## config.mk

```make
export PLATFORM = sky130hd
export DESIGN_NAME = cook_sequencer
export DESIGN_NICKNAME = d
export VERILOG_FILES = /design/src/rtl/cook_sequencer.sv
export SDC_FILE = /design/constraint.sdc
export NUM_CORES = 1
export LEC_CHECK = 0
export ABC_AREA = 1
export CAP_MARGIN = 20
export CORE_UTILIZATION = 35
export CTS_CLUSTER_SIZE = 25
export DETAILED_ROUTE_END_ITERATION = 10
export GPL_ROUTABILITY_DRIVEN = 0
export PLACE_DENSITY_LB_ADDON = 0.12
export SLEW_MARGIN = 30
export SYNTH_ARGS = -nofsm -noshare
export SYNTH_HDL_FRONTEND = slang
export SYNTH_SLANG_ARGS = --single-unit
```

## constraint.sdc

```tcl
create_clock -name clk -period 2.3 [get_ports clk]
set_clock_uncertainty 0.1 [all_clocks]
set_input_delay 0.345 -clock clk [delete_from_list [all_inputs] [get_ports clk]]
set_output_delay 0.345 -clock clk [all_outputs]
set_load 0.02 [all_outputs]
```

## src/rtl/cook_sequencer.sv

```systemverilog
// cook_sequencer: microwave cook control FSM with power duty cycling and end beep
module cook_sequencer #(
  parameter int PWR_PERIOD = 10,
  parameter int BEEP_SECS  = 3
) (
  input  logic       clk,
  input  logic       reset,
  input  logic       tick_1hz,
  input  logic       startn,
  input  logic       stopn,
  input  logic       clearn,
  input  logic       door_closed,
  input  logic       zero,
  input  logic [3:0] power_level,
  output logic       timer_enable,
  output logic       timer_clear,
  output logic       mag_on,
  output logic       beep,
  output logic [1:0] state
);
  typedef enum logic [1:0] {IDLE = 2'd0, COOK = 2'd1, PAUSE = 2'd2, DONE = 2'd3} state_t;
  state_t state_q, state_d;
  logic start_q, stop_q, clear_q;
  logic start_ev, stop_ev, clear_ev;
  logic [3:0] pwr_q, pwr_d, phase_q, phase_d, bcnt_q, bcnt_d, pwr_eff, pwr_cap;
  logic [4:0] bsum;
  logic timer_enable_q, timer_clear_q, enter_cook, enter_done;
  assign start_ev = start_q & ~startn;
  assign stop_ev  = stop_q & ~stopn;
  assign clear_ev = clear_q & ~clearn;
  assign bsum     = {1'b0, bcnt_q} + {4'd0, tick_1hz};
  // next-state selection with clear > door open > stop > zero > start priority
  always_comb begin
    state_d = state_q;
    case (state_q)
      IDLE:  state_d = (!clear_ev && start_ev && door_closed && !zero) ? COOK : IDLE;
      COOK:  state_d = clear_ev ? IDLE : (!door_closed || stop_ev) ? PAUSE : zero ? DONE : COOK;
      PAUSE: state_d = (clear_ev || stop_ev) ? IDLE : (start_ev && door_closed) ? COOK : PAUSE;
      DONE:  state_d = (clear_ev || stop_ev || start_ev || !door_closed || bsum >= 5'(BEEP_SECS)) ? IDLE : DONE;
    endcase
  end
  // counters: cleared on state entry, with a coincident tick counted in the new state
  always_comb begin
    enter_cook = state_d == COOK && state_q != COOK;
    enter_done = state_d == DONE && state_q != DONE;
    phase_d = enter_cook ? {3'd0, tick_1hz}
            : (state_q == COOK && tick_1hz) ? (phase_q == 4'(PWR_PERIOD - 1) ? 4'd0 : phase_q + 4'd1)
            : phase_q;
    bcnt_d = enter_done ? {3'd0, tick_1hz} : (state_q == DONE && tick_1hz) ? bcnt_q + 4'd1 : bcnt_q;
    pwr_d = (state_q == IDLE && state_d == COOK) ? power_level : pwr_q;
    pwr_eff = (pwr_q == 4'd0 || pwr_q > 4'd10) ? 4'd10 : pwr_q;
    pwr_cap = pwr_eff > 4'(PWR_PERIOD) ? 4'(PWR_PERIOD) : pwr_eff;
  end
  // state, button history, counters and registered outputs
  always_ff @(posedge clk) begin
    if (reset) begin
      state_q        <= IDLE;
      start_q        <= 1'b0;
      stop_q         <= 1'b0;
      clear_q        <= 1'b0;
      pwr_q          <= 4'd0;
      phase_q        <= 4'd0;
      bcnt_q         <= 4'd0;
      timer_enable_q <= 1'b0;
      timer_clear_q  <= 1'b0;
    end else begin
      state_q        <= state_d;
      start_q        <= startn;
      stop_q         <= stopn;
      clear_q        <= clearn;
      pwr_q          <= pwr_d;
      phase_q        <= phase_d;
      bcnt_q         <= bcnt_d;
      timer_enable_q <= state_d == COOK;
      timer_clear_q  <= clear_ev | (state_q == PAUSE && stop_ev);
    end
  end
  assign state        = state_q;
  assign timer_enable = timer_enable_q;
  assign timer_clear  = timer_clear_q;
  assign beep         = state_q == DONE;
  assign mag_on       = (state_q == COOK) && (phase_q < pwr_cap) && door_closed;
endmodule
```

-- Word-level counts from Yosys, hierarchy flattened
Index checks and enable logic that the tools add are counted.
- register bits: 19
- bits of input ports: 12
- output and inout bits: 6
- word-level logic and storage cells: 75
- add/sub/neg operators: 3
- order comparisons: 4
- eq/ne operators: 8
- multiplexer cells: 15
- bitwise operators: 7
- reductions and logical operators: 27
- operators by type and width (cell ; count):
    $logic_and 1x1->1 ; 12
    $mux 2 ; 6
    $mux 4 ; 3
    $add 4x1->4 const B ; 2
    $gt 4x4->1 const B ; 2
    $pmux 2 s4 ; 1
    $eq 2x2->1 const B ; 3
    $logic_or 1x1->1 ; 6
    $add 4x1->5 ; 1
    $ge 5x2->1 const B ; 1
    $mux 1 ; 5
    $eq 2x1->1 const B ; 2
    $eq 4x4->1 const B ; 1
    $logic_not 4->1 ; 1
    $lt 4x4->1 ; 1
    $reduce_bool 2->1 ; 2
    $reduce_or 2->1 ; 2
    $and 1x1->1 ; 3
    $logic_not 1->1 ; 3
    $not 1->1 ; 3
    $logic_not 2->1 ; 1
    $ne 2x1->1 const B ; 1
    $ne 2x2->1 const B ; 1
    $or 1x1->1 ; 1

-- Depth between registers and ports, before layout
Gate-level depths: netlist of the first run.
- depth after elaboration: 11
- mapped depth: 12
- gate-level depth less buffers: 12

-- Least setup slack after synthesis of the first run
Ideal clock, no wire load.
- path type: reg-to-output
- from: register pwr_q[2]
- to: output port mag_on
- data arrival time: 1.607 ns
- required time: 1.855 ns
- setup slack: 0.248 ns
- stages on the path, launching flop included: 12
- path buffers: 0
- path through: dfxtp_1 > inv_1 > a21oi_1 > a21oi_1 > a31oi_1 > nor2_1 > ha_1 > o31ai_1 > nand2_1 > nand3_1 > nand3_1 > nor2_1
- longest elaborated chain between the ends: 8
- elaborated cells on any way between the ends: 9
- those cells by class: order compare (3); mux (2); reduce/logical (4)
- RTL lines (what ; RTL line ; source):
    start: declaration ; 25 ; logic [3:0] pwr_q, pwr_d, phase_q, phase_d, bcnt_q, bcnt_d, pwr_eff, pwr_cap;
    start signal: assignment ; 71 ; pwr_q <= pwr_d;
    $gt 4x4->1 / $logic_not 4->1 (equally long branches) ; 51 ; pwr_eff = (pwr_q == 4'd0 || pwr_q > 4'd10) ? 4'd10 : pwr_q;
    $logic_or 1x1->1 ; 51 ;
    $mux 4 * ; 51 ;
    $gt 4x4->1 ; 52 ; pwr_cap = pwr_eff > 4'(PWR_PERIOD) ? 4'(PWR_PERIOD) : pwr_eff;
    $mux 4 * ; 52 ;
    $lt 4x4->1 * ; 82 ; assign mag_on = (state_q == COOK) && (phase_q < pwr_cap) && door_closed;
    $logic_and 1x1->1 * (2 in a row) ; 82 ;
    end: declaration ; 17 ; output logic mag_on,
Every way passes the cells marked *; elsewhere a longest branch is shown, timed or not.

-- Final worst setup path of the first run
Ends and elaborated chain as after synthesis.

==> results.sh, run 1 <==
export IMPL_rsz0062_at_grt="yes"
export IMPL_htreeDepth=1
export IMPL_worstPathMaxFanout=2
export IMPL_cellLeakagePower_nw=0.691
export IMPL_holdPathStages=2
export IMPL_period_minus_slack_ns=2.38
export IMPL_ir_worst_vdd_v=0.000186
export IMPL_route_detailed_drc=0
export IMPL_rr_endpoint="phase_q[0]$_SDFFE_PP0P_"
export IMPL_status="finished, violations left"
export IMPL_overflow=0
export IMPL_max_clock_freq_mhz=420
export IMPL_fin_nets=221
export IMPL_p_switching_w=0.000222
export IMPL_worst_slack_ns=-0.0837
export IMPL_initial_core_util=0.369
export IMPL_grt_total_usage=0.168
export IMPL_finish_utilization=0.474
export IMPL_critPathTopFamily="compound AO/OA/AOI/OAI gates"
export IMPL_r2r_setup_slack_ns=0.39
export IMPL_cp_num_cells=12
export IMPL_slowest_delay_ns=0.35
export IMPL_drt_iter0_markers=39
export IMPL_n_antenna_cell=0
export IMPL_violations="negative setup slack"
export IMPL_dieArea_um2=3450
export IMPL_drive_above_1_share=0.139
export IMPL_ys_seq_area_frac=0.338
export IMPL_p_seq_frac=0.501
export IMPL_min_path_type="flip-flop to flip-flop"
export IMPL_grt_antenna_before_repair=0
export IMPL_clk_latency_ns=0.29
export IMPL_p_sw_frac=0.307
export IMPL_grt_start_max_net_pins=11
export IMPL_cp_arrival_ns=1.94
export IMPL_slew_viol_final=0
export IMPL_via_per_inst=4.52
export IMPL_wl_per_cell_um=10.0
export IMPL_fin_tns_setup_ns=-0.0837
export IMPL_grt_pass1_wl_mm=4.42
export IMPL_worst_slew_pin_slew_ns=0.305
export IMPL_synth_ff_latch_count=19
export IMPL_r2r_start="bcnt_q[0]$_SDFFE_PP0P_"
export IMPL_grt_pass1_vias=1053
export IMPL_end_kind="output pin"
export IMPL_ys_warnings_count=0
export IMPL_pwr_density_cell_nw_per_um2=499
export IMPL_cts_tree="done"
export IMPL_clock_sinks=19
export IMPL_hold_start="bcnt_q[1]$_SDFFE_PP0P_"
export IMPL_dieWidth_um=58.7
export IMPL_area_growth_pct=28.4
export IMPL_numCtsBuffers=3
export IMPL_min_to="bcnt_q[1]$_SDFFE_PP0P_"
export IMPL_dp_slack_ns=-0.257
export IMPL_num_vias=1112
export IMPL_cp_required_ns=1.86
export IMPL_ios=18
export IMPL_p_int_w=0.000500
export IMPL_first_pass_iters=4
export IMPL_maxCapViolCount=0
export IMPL_coreArea_um2=3050
export IMPL_cts_buffer_depth=2
export IMPL_num_fill_cells=336
export IMPL_syn_inst=173
export IMPL_placementRows=20
export IMPL_syn_area_um2=1130
export IMPL_wirelength_mm=2.46
export IMPL_hold_viol_final=0
export IMPL_combPwrFrac=0.259
export IMPL_critPathLaunchType="flip-flop"
export IMPL_reg2reg_depth=11
export IMPL_synth_area_per_cell_um2=6.51
export IMPL_portBuffers=17
export IMPL_post_cts_setup_buffers=0
export IMPL_p_clk_frac=0.239
export IMPL_cp_num_buf_inv=2
export IMPL_path_cells="inv_2 > a21oi_2 > a21oi_1 > a31oi_1 > nor2_1 > ha_1 > o31ai_1 > nand2_1 > nand3_1 > nand3_1 > nor2_1 > buf_4"
export IMPL_crit_type="flip-flop to output pin"
export IMPL_syn_nets=191
export IMPL_slew_headroom=0.796
export IMPL_setup_viol=1
export IMPL_clkSlewWorstSetupHoldPaths_ns=0.11
export IMPL_die_h_um=58.7
export IMPL_ant_nets=0
export IMPL_min_period_over_period=1.04
export IMPL_dp_hpwl_mm=1.98
export IMPL_synthDistinctLibCells=24
export IMPL_root_buffer="clkbuf_4"
export IMPL_cpMaxStageDelayCell="dfxtp_2"
-- cells by family after synthesis --
group                      after synthesis  share of synthesized area
xor gates and xnor gates                 2                     0.0156
and+or+nand+nor                         98                      0.388
DFF                                     19                      0.338
AOI/OAI and AO/OA                       18                     0.0922
buffers and inverters                   30                      0.100
adders and majority gates                6                     0.0667
-- flip-flops by register name (all words and copies together), names as in the netlist --
signal,cells
timer_clear,1
bcnt_q,4
clear_q,1
start_q,1
state,2
stop_q,1
phase_q,4
pwr_q,4
timer_enable,1
-- worst register-to-register path, stage by stage, from the launching register on --
cell     delay (ns)
dfxtp_1        0.37
ha_1           0.22
ha_1           0.28
nand2_1        0.05
nand3_1        0.07
nor2_1         0.05
nand3_2        0.11
nand4_1        0.15
nor2_2         0.24
nand2_1        0.08
nand2_1        0.07
nor2_1         0.03
-- cells in the mapped netlist, drive strengths merged --
cell type,count,area share
a211oi,1,0.0067
a21oi,9,0.043
a31oi,1,0.0056
clkbuf,1,0.0033
dfxtp,19,0.34
ha,6,0.067
inv,29,0.097
nand2,46,0.16
nand3,11,0.064
nand3b,1,0.0067
nand4,3,0.017
nor2,34,0.12
nor3,1,0.0044
nor3b,2,0.013
o21ai,6,0.030
o31ai,1,0.0067
xor2,2,0.016
-- layout make-up --
cell class / count / area [um^2] / share of cell area
flip-flops and latches: 19 / 384 / 0.266
inverters: 29 / 109 / 0.0753
well taps: 44 / 55.1 / 0.0381
repair buffers: 26 / 235 / 0.163
clock buffers: 4 / 26.3 / 0.0182
multi-input cells: 124 / 637 / 0.440
-- metrics by stage --
step | std cells | power, W | hold WS [ns] | area (um^2)
6_report | 246 | 0.000722 | 0.444 | 1450
5_1_grt | 246 | 0.000775 | 0.479 | 1450
4_1_cts | 246 | 0.000731 | 0.445 | 1450
3_5_place_dp | 242 | 0.000553 | 0.426 | 1420
3_3_place_gp | 242 | 0.000549 | 0.415 | 1420
2_1_floorplan | 173 | 0.000479 | 0.370 | 1130
-- worst max path at each step --
stage,startpoint,to
CTS,pwr_q[2]$_SDFFE_PP0P_,mag_on
finish,pwr_q[2]$_SDFFE_PP0P_,mag_on
global placement,pwr_q[2]$_SDFFE_PP0P_,mag_on
detailed placement,pwr_q[1]$_SDFFE_PP0P_,mag_on
floorplan,pwr_q[2]$_SDFFE_PP0P_,mag_on
global route,pwr_q[2]$_SDFFE_PP0P_,mag_on
-- power groups by stage --
| stage | sequential [W] | combinational [W] | clock (W) |
|---|---|---|---|
| final | 0.000362 | 0.000187 | 0.000173 |
| after global routing | 0.000365 | 0.000214 | 0.000197 |
| after CTS | 0.000362 | 0.000188 | 0.000181 |
| after detailed placement | 0.000367 | 0.000186 | 0 |
| after global placement | 0.000367 | 0.000181 | 0 |
| after floorplan | 0.000368 | 0.000111 | 0 |
-- per-layer routing --
metal	up-vias	wire length [um]	GRT usage
li1	600	-	-
met1	495	1250	0.225
met2	13	1110	0.269
met3	4	61	0.0264
met4	0	32	0.0714
met5	-	0	0
-- layout by cell type (no fill, tap or decap) --
| cell type | count |
|---|---|
| clkdlybuf4s50_1 | 16 |
| nand3b_1 | 1 |
| nand3_1 | 9 |
| ha_1 | 6 |
| nand2_2 | 1 |
| xor2_1 | 2 |
| clkbuf_1 | 1 |
| dfxtp_1 | 16 |
| nand2_4 | 1 |
| dfxtp_2 | 3 |
| nor3b_1 | 2 |
| inv_1 | 27 |
| nor2_2 | 3 |
| nand3_4 | 1 |
| nand4_1 | 3 |
| nor2_1 | 31 |
| clkbuf_4 | 3 |
| nand2_1 | 44 |
| a211oi_1 | 1 |
| nand3_2 | 1 |
| buf_4 | 10 |
| nor3_1 | 1 |
| o21ai_2 | 1 |
| a21oi_2 | 2 |
| inv_2 | 2 |
| o21ai_0 | 5 |
| a21oi_1 | 7 |
| o31ai_1 | 1 |
| a31oi_1 | 1 |
-- timing repair --
item / 4_1_cts / 5_1_grt
gates resized for setup: 11 / 0
gates cloned: 0 / 0
hold buffers: 0 / 0
pin swaps: 1 / 0
setup endpoints to repair: 1 / 1
Note: power is estimated with default switching activity, not from simulation.
==> run 2: changes to the inputs <==
--- a/config.mk
+++ b/config.mk
@@ -16,3 +16,4 @@
 export SYNTH_ARGS = -nofsm -noshare
 export SYNTH_HDL_FRONTEND = slang
 export SYNTH_SLANG_ARGS = --single-unit
+export TNS_END_PERCENT = 20
==> results of run 2 <==
The final DEF is identical to that of run 1; final timing and power are the same.
==> run 3: changes to the inputs <==
--- a/config.mk
+++ b/config.mk
@@ -6,8 +6,9 @@
 export NUM_CORES = 1
 export LEC_CHECK = 0
 export ABC_AREA = 1
+export ABC_CLOCK_PERIOD_IN_PS = 2300
 export CAP_MARGIN = 20
-export CORE_UTILIZATION = 35
+export CORE_UTILIZATION = 30
 export CTS_CLUSTER_SIZE = 25
 export DETAILED_ROUTE_END_ITERATION = 10
 export GPL_ROUTABILITY_DRIVEN = 0
==> run 3 against run 2 <==
The run still ends with negative setup slack left. Sequential cell count stayed put. Sequential share of layout area is 0.82 points lower. Power is 10% higher. Fmax is 2.2% higher. Via count is 0.36% higher. Die area is 16% higher. Worst hold slack worse by 0.0038 ns. Clock power is 36% higher. Global-route usage is 2.9 points lower. Highest routed layer unchanged.
==> results.sh, run 3 (synthesis gave the netlist of run 1 again) <==
export IMPL_reg2reg_depth=12
export IMPL_ant_nets=0
export IMPL_drive_above_1_share=0.163
export IMPL_placementRows=21
export IMPL_overflow=0
export IMPL_worst_slack_ns=-0.0331
export IMPL_grt_pass1_vias=1044
export IMPL_grt_pass1_wl_mm=4.42
export IMPL_clock_sinks=19
export IMPL_cp_endpoint="mag_on"
export IMPL_mostFrequentLayoutCells="44 x nand2_1, 31 x nor2_1, 26 x inv_1"
export IMPL_grt_start_max_net_pins=12
export IMPL_cpMaxStageDelayCell="dfxtp_2"
export IMPL_rsz0062_at_grt="yes"
export IMPL_critPathLaunchType="flip-flop"
export IMPL_violations="negative setup slack"
export IMPL_first_pass_iters=4
export IMPL_end_kind="output pin"
export IMPL_cp_required_ns=1.86
export IMPL_max_clock_freq_mhz=429
export IMPL_coreArea_um2=3470
export IMPL_final_common_cell="nand2_1"
export IMPL_wirelength_mm=2.52
export IMPL_cp_num_buf_inv=2
export IMPL_crit_type="flip-flop to output pin"
export IMPL_dieWidth_um=63.3
export IMPL_clkSlewWorstSetupHoldPaths_ns=0.07
export IMPL_n_antenna_cell=0
export IMPL_dp_hpwl_mm=2.00
export IMPL_placed_area_um2=1420
export IMPL_ios=18
export IMPL_cellLeakagePower_nw=0.707
export IMPL_route_detailed_drc=0
export IMPL_dp_slack_ns=-0.246
export IMPL_worst_slew_pin_slew_ns=0.304
export IMPL_slew_headroom=0.797
export IMPL_status="finished, violations left"
export IMPL_slew_viol_final=0
export IMPL_r2r_setup_slack_ns=0.39
export IMPL_ir_worst_vdd_v=0.000205
export IMPL_slowest_delay_ns=0.34
export IMPL_clk_latency_ns=0.26
export IMPL_maxCapViolCount=0
export IMPL_initial_core_util=0.325
export IMPL_cp_arrival_ns=1.89
export IMPL_period_minus_slack_ns=2.33
export IMPL_rr_endpoint="pwr_q[1]$_SDFFE_PP0P_"
export IMPL_setup_viol=1
export IMPL_postLayoutCellArea_um2=1490
export IMPL_pwr_density_cell_nw_per_um2=532
export IMPL_multi_input_area_um2=653
export IMPL_area_growth_pct=32.6
export IMPL_numCtsBuffers=3
export IMPL_worstPathMaxFanout=2
export IMPL_hold_viol_final=0
export IMPL_cts_tree="done"
export IMPL_fin_nets=222
export IMPL_min_period_over_period=1.01
export IMPL_root_buffer="clkbuf_8"
export IMPL_drt_iter0_markers=67
export IMPL_critPathTopFamily="compound AO/OA/AOI/OAI gates"
export IMPL_r2r_start="bcnt_q[0]$_SDFFE_PP0P_"
export IMPL_htreeDepth=1
export IMPL_wl_per_cell_um=10.1
export IMPL_dieArea_um2=4000
export IMPL_cp_num_cells=12
export IMPL_critPathLaunch="pwr_q[2]$_SDFFE_PP0P_"
export IMPL_via_per_inst=4.48
export IMPL_num_fill_cells=363
export IMPL_die_h_um=63.3
export IMPL_ff_latch_area_um2=384
export IMPL_grt_total_usage=0.140
export IMPL_path_cells="inv_2 > a21oi_4 > a21oi_2 > a31oi_1 > nor2_1 > ha_1 > o31ai_2 > nand2_1 > nand3_1 > nand3_1 > nor2_1 > buf_4"
export IMPL_grt_antenna_before_repair=0
export IMPL_min_path_type="flip-flop to flip-flop"
export IMPL_reg_largest_list="bcnt_q (4), phase_q (4), pwr_q (4)"
export IMPL_cts_buffer_depth=2
export IMPL_num_vias=1116
export IMPL_portBuffers=17
run 3: changes by cell type in the layout (fill, tap and decap cells not counted), sizes merged:
| cell | delta |
|---|---|
| buf | +1 |
| clkbuf | -1 |
| clkinv | +1 |
run 3: worst register-to-register path: cells and delay by family, from the launching register on:
family | cells | cell delay [ns]
AND/OR/NAND/NOR | 8 | 0.77
flip-flops | 1 | 0.41
adder cells (fa/ha/maj) | 2 | 0.38
buffers and inverters | 1 | 0.04
AO/OA/AOI/OAI | 1 | 0.14
run 3: stage by stage:
stage	setup TNS [ns]	hold WS, ns	util	total power [W]	cells
after CTS	0	0.445	0.426	0.000797	249
after global placement	-0.162	0.416	0.409	0.000547	244
final	-0.0331	0.440	0.430	0.000794	249
after floorplan	0	0.370	-	0.000479	173
after global routing	-0.151	0.497	0.430	0.000851	249
after detailed placement	-0.389	0.433	0.409	0.000551	244
run 3: power by group:
group | switching, W | total [W] | internal (W) | leakage (nW)
Sequential | 0.0000150 | 0.000363 | 0.000348 | 0.156
Combinational | 0.000105 | 0.000195 | 0.0000903 | 0.526
Clock | 0.000115 | 0.000236 | 0.000120 | 0.0255
Total | 0.000235 | 0.000794 | 0.000559 | 0.707
run 3: worst min-delay path by stage:
stage                      startpoint                      to  cells past startpoint
6_report       bcnt_q[0]$_SDFFE_PP0P_  bcnt_q[0]$_SDFFE_PP0P_                      2
5_1_grt        bcnt_q[1]$_SDFFE_PP0P_  bcnt_q[1]$_SDFFE_PP0P_                      2
4_1_cts        bcnt_q[0]$_SDFFE_PP0P_  bcnt_q[0]$_SDFFE_PP0P_                      2
3_5_place_dp   bcnt_q[0]$_SDFFE_PP0P_  bcnt_q[0]$_SDFFE_PP0P_                      2
3_3_place_gp   bcnt_q[0]$_SDFFE_PP0P_  bcnt_q[0]$_SDFFE_PP0P_                      2
2_1_floorplan                  clearn      clear_q$_SDFF_PP0_                      2
run 3: what timing repair did:
| item | in CTS | in global routing |
|---|---|---|
| endpoints found under the hold margin | 0 | 0 |
| buffers inserted | 1 | 0 |
| pin swaps | 3 | 6 |
| hold buffers | 0 | 0 |
| endpoints found under the setup margin | 1 | 1 |
| gates resized for setup | 10 | 5 |
run 3: area by class of cell:
type                       count  share of cell area
multi-input combinational    124               0.438
sequential                    19               0.257
timing repair buffer          27               0.163
inverter                      29              0.0729
tap                           46              0.0386
clock buffer                   3              0.0277
clock inverter                 1             0.00335
run 3: metal layers:
layer / wire length, um / vias up / GRT usage
met5: 0 / - / 0
met4: 37 / 0 / 0.0511
met3: 86 / 4 / 0.0217
met2: 1180 / 17 / 0.235
met1: 1220 / 491 / 0.179
li1: - / 604 / -
